--- config.mk ---
export PLATFORM = sky130hd
export DESIGN_NAME = regfile_hilo
export DESIGN_NICKNAME = d
export VERILOG_FILES = /design/src/rtl/regfile_hilo.sv
export SDC_FILE = /design/constraint.sdc
export NUM_CORES = 2
export LEC_CHECK = 0
export CAP_MARGIN = 25
export CORE_UTILIZATION = 47
export DETAILED_ROUTE_END_ITERATION = 12
export DONT_BUFFER_PORTS = 1
export GPL_TIMING_DRIVEN = 0
export MAX_ROUTING_LAYER = met4
export PLACE_DENSITY = 0.62
export SYNTH_ARGS = -nofsm -noshare
export SYNTH_HDL_FRONTEND = slang
export SYNTH_SLANG_ARGS = --single-unit
--- constraint.sdc ---
create_clock -name clk -period 2.1 [get_ports clk]
set_clock_uncertainty 0.2 [all_clocks]
set_input_delay 0.315 -clock clk [delete_from_list [all_inputs] [get_ports clk]]
set_output_delay 0.315 -clock clk [all_outputs]
set_load 0.05 [all_outputs]
--- src/rtl/regfile_hilo.sv ---
// Architectural GPR file (r0 reads as zero) plus HI/LO, written from the packed WB bus.
// Define RF_BYPASS_EN to make a same-cycle write visible on the read ports.
module regfile_hilo (
    input  logic         clk,
    input  logic         rst,
    input  logic [103:0] wb_to_rf_bus,
    input  logic [4:0]   raddr1,
    output logic [31:0]  rdata1,
    input  logic [4:0]   raddr2,
    output logic [31:0]  rdata2,
    output logic [31:0]  hi_rdata,
    output logic [31:0]  lo_rdata,
    output logic [31:0]  rf_commit_cnt
);
    localparam int WB_TO_RF_WD = 38;

    // No handshake: the bus is valid every cycle and an all-zero bus is a bubble.
    logic        hi_we;
    logic        lo_we;
    logic [31:0] hi_wdata;
    logic [31:0] lo_wdata;
    logic        rf_we;
    logic [4:0]  rf_waddr;
    logic [31:0] rf_wdata;
    logic        gpr_wr;

    assign {hi_we, lo_we, hi_wdata, lo_wdata} = wb_to_rf_bus[WB_TO_RF_WD+65:WB_TO_RF_WD];
    assign {rf_we, rf_waddr, rf_wdata}        = wb_to_rf_bus[WB_TO_RF_WD-1:0];
    assign gpr_wr = rf_we && (rf_waddr != 5'd0);

    logic [31:0] regs [32];
    logic [31:0] hi_q;
    logic [31:0] lo_q;
    logic [31:0] commit_cnt_q;

    always_ff @(posedge clk) begin
        if (rst) begin
            for (int i = 0; i < 32; i++) begin
                regs[i] <= '0;
            end
            hi_q         <= '0;
            lo_q         <= '0;
            commit_cnt_q <= '0;
        end else begin
            if (gpr_wr) begin
                regs[rf_waddr] <= rf_wdata;
                commit_cnt_q   <= commit_cnt_q + 32'd1;
            end
            if (hi_we) begin
                hi_q <= hi_wdata;
            end
            if (lo_we) begin
                lo_q <= lo_wdata;
            end
        end
    end

    assign rf_commit_cnt = commit_cnt_q;

    always_comb begin
        rdata1   = (raddr1 == 5'd0) ? 32'd0 : regs[raddr1];
        rdata2   = (raddr2 == 5'd0) ? 32'd0 : regs[raddr2];
        hi_rdata = hi_q;
        lo_rdata = lo_q;
`ifdef RF_BYPASS_EN
        // Forwarding ignores rst so no combinational path exists from reset to outputs.
        if (gpr_wr && (rf_waddr == raddr1)) begin
            rdata1 = rf_wdata;
        end
        if (gpr_wr && (rf_waddr == raddr2)) begin
            rdata2 = rf_wdata;
        end
        if (hi_we) begin
            hi_rdata = hi_wdata;
        end
        if (lo_we) begin
            lo_rdata = lo_wdata;
        end
`endif
    end
endmodule

After elaboration in Yosys (flattened, before gate mapping)
Memory sizes are Yosys's and may differ from the RTL's.
Cells that the tools add are included.
{"block": "word_totals", "reg_bits": 96, "ram_bits": 1024, "in_bits": 116, "output_inout_bits": 160, "wordCells": 20, "memories": 1}
{"block": "classes", "addsub": 1, "mux": 10, "n_reduce_logical": 5}
{"name": "regs", "depth": 32, "width": 32, "rd": 2, "rd_ports_with_merged_regs": 0, "write_ports": 32, "line_no": "31", "source": "logic [31:0] regs [32];"}
{"operator": "two-way mux 32 bit", "count": 3}
{"operator": "adder 32 x 1 -> 32 bit (second input constant)", "count": 1}
{"operator": "OR reduction 32 bit", "count": 1}
{"operator": "logical NOT 5 bit", "count": 2}
{"operator": "two-way mux 1 bit", "count": 6}
{"operator": "two-way mux 5 bit", "count": 1}
{"operator": "nonzero test 5 bit", "count": 1}
{"operator": "logical AND 1 bit", "count": 1}

Depth between registers and ports, before layout
{"block": "depth", "ltp_word": 7, "ltp_mapped": 7, "depth_no_buf": 4}

Worst setup path before layout
OpenSTA, ideal clock, no wires.
{"block": "synth_timing", "path_type": "input -> output", "from": "input port raddr2[0]", "to": "output port rdata2[10]", "arrival_time_ns": 2.689, "t_required_ns": 1.585, "slack_ns": -1.104, "stages": 7, "n_path_buf": 4, "cell_sequence": "buf_2 -> inv_1 -> buf_2 -> buf_2 -> buf_1 -> o2111ai_1 -> a311oi_1"}
{"block": "synth_between", "elab_chain_len": 2, "elab_cells_between_ends": 3, "cone_classes": "mux (1); reduce/logical (1); memory (1)"}
{"element": "start: declaration", "line_no": "9", "source": "input logic [4:0] raddr2,"}
{"element": "memory read (32 x 32 bit) or logical NOT 5 bit (tied branches)"}
{"element": "two-way mux 32 bit *", "line_no": "62", "source": "rdata2 = (raddr2 == 5'd0) ? 32'd0 : regs[raddr2];"}
{"element": "end: declaration", "line_no": "10", "source": "output logic [31:0] rdata2,"}
Mark *: on every way between the ends. The rest lies on a longest branch, timed or not.

Worst setup path in the final report
{"block": "layout_timing", "from": "input port raddr2[0]", "to": "output port rdata2[15]"}
The elaborated chain is that of the path after synthesis.

==> results.ini <==
[run_status]
outcome=finished, violations left
violations=setup timing

[detailed_routing]
drt-wirelength-per-cell_microns=39.1
viasPerCell=6.75
firstDrtPassIters=8
via_count=41900
drt_iter0_drc=6617
routed_wl_microns=243000
final_antenna_net_count=0
drcViolationCount=0

[synth]
async_flop_share=0
ys_top_cells_by_count=1024 x edfxtp_1, 998 x and2_1, 448 x mux4_2
synth_flop_cell=edfxtp_1
yosys_warnings=0
synth_top_cell_area_share=0.525
ys_types=48
ys_seq_area_frac=0.558
synthCells=4058
syn_area_per_cell_sq_um=14.4
synth_area_leader_cell=edfxtp_1
synth.top_cells.by_area=edfxtp_1 53%, mux4_2 17%, and2_1 11%
synth_most_common_cell=edfxtp_1
ys_ff_latch=1120
synth_edf_count=1024
syn_area_sq_mm=0.0586

[die]
core_sq_mm=0.124
dieHeight_microns=355
fp.dieArea_sq_mm=0.126
initial_utilization=0.474
ioPinCount=276
die_w_microns=355
num_rows=129

[worst_setup_path]
cp.required_ns=1.58
end_kind=primary output
critPathKind=in2out
crit_path_start_kind=input pin
crit_fanout=10
worstPathArrival_ns=2.66

[power_and_ir_drop]
ir_worst_vdd_v=0.000818
total_power_uw=59100
powerDensity_mw_per_mm2=813
leakagePower_uw=0.0252

[global_routing]
grt_max_degree=33
antenna_found_initial=27
first_global_vias=40700
grt_use_total=0.394
overflow=0
grt_first_pass_wirelength_microns=327000

[flow_run]
maxCapViolations=0

[min_path]
hp-class=in2reg

[final_layout]
drive_gt1_frac=0.344
nNetsFinal=4571
syn_to_final_growth_pct=24.2

[clock_tree]
cts_tree=done
cts_buffers=132
clk_path_buf_depth=3
clk_latency_ns=0.80
htree_levels=4
clockRootBuffer=clkbuf_16
cts.sinks=1120
clkSlewWorstSetupHoldPaths_ns=0.06

[timing]
maxSlewHeadroom=0.307
setup_viol=155
rsz0062_at_grt=true
fin_crit_sh=1.51
hold_violations=0
fin_ws_ns=-1.08
setup-tns-final_ns=-59.33
fin_crit_ns=3.18
worst-slew-pin-transition_ns=1.04
report.final.slew_viol_count=0
max_freq_mhz=315

[placed_design]
hpwlAfterDp_microns=157000
io_buffers=0
gp_congestion=0.995

critical path: stages:
cell and delay [ns]:
buf_4 0.21, inv_1 0.12, buf_6 0.24, buf_16 0.26, buf_8 0.24, o2111ai_2 0.34, a311oi_4 0.89
sequential cells by signal (all words and copies together) (netlist names):
| register | flops |
|---|---|
| rf_commit_cnt | 32 |
| hi_rdata | 32 |
| lo_rdata | 32 |
| regs | 1024 |
cells by family after synthesis:
| logic type | synth area share |
|---|---|
| AO/OA/AOI/OAI | 0.0465 |
| XOR/XNOR | 0.000598 |
| adder cells (fa/ha/maj) | 0.000214 |
| buffers and inverters | 0.0325 |
| flip-flops | 0.558 |
| multiplexers | 0.220 |
| other | 0.0000640 |
| AND/OR/NAND/NOR | 0.142 |
what timing repair did:
| item | CTS | global route |
|---|---|---|
| gates cloned | 30 | 2 |
| endpoints found under the setup margin | 1397 | 1471 |
| resized for setup | 426 | 256 |
| hold endpoints to repair | 830 | 5 |
| pin swaps | 122 | 69 |
| hold buffers | 137 | 1 |
| buffers inserted | 6 | 48 |
where the power goes:
group | leakage [uW] | switching [uW] | internal [uW] | total [uW]
combinational | 0.0126 | 5840 | 3470 | 9300
sequential | 0.0106 | 906 | 25500 | 26400
clock | 0.00209 | 10100 | 13300 | 23400
worst paths after layout:
check	start	endpoint	slack [ns]	depth (start not counted)
setup reg to reg	rf_commit_cnt[2]	rf_commit_cnt[30]	0.04	6
hold reg to reg	rf_commit_cnt[5]	rf_commit_cnt[5]	0.39	2
setup / recovery	raddr2[0]	rdata2[15]	-1.08	7
hold / removal	wb_to_rf_bus[68]	lo_rdata[30]	0.02	3
per-stage QoR:
step | util | cells | instance area (sq um) | hold WS [ns] | setup WS [ns]
after floorplan | - | 4089 | 61300 | 0.262 | -0.265
after global placement | 0.512 | 5726 | 63300 | 0.265 | -1.63
after detailed placement | 0.514 | 5736 | 63500 | 0.271 | -1.64
after CTS | 0.577 | 6141 | 71300 | 0.000258 | -0.991
after global routing | 0.588 | 6203 | 72700 | 0.0386 | -1.07
final | 0.588 | 6208 | 72700 | 0.0212 | -1.08
placed cells by master (no fill, tap or decap), types with 39 or more instances in the layout:
cell / n
edfxtp_1: 1024
and2_1: 997
mux4_2: 448
mux2i_1: 193
clkbuf_1: 156
dlygate4sd3_1: 137
clkbuf_16: 135
clkbuf_2: 112
nand2_1: 89
nor2_1: 87
dfxtp_1: 66
a311oi_4: 64
or2_4: 62
buf_4: 60
buf_6: 49
o2111ai_4: 41
o21ai_2: 39
mux2_2: 39
routing by layer:
metal,share of wire,up-vias,track usage
met5,0,-,-
li1,-,16400,-
met3,0.15,687,0.149
met2,0.44,3360,0.566
met4,0.052,0,0.180
met1,0.35,21500,0.492
final cells by class:
type | instances | area [sq um]
clock buffer | 157 | 3460
antenna | 16 | 40.0
multi-input combinational | 2564 | 28400
fill | 9539 | 50900
buffer | 427 | 2830
tap | 1637 | 2050
sequential | 1120 | 32800
timing repair buffer | 202 | 2310
clock inverter | 78 | 833
inverter | 7 | 26.3
(Power assumes the default switching activity.)
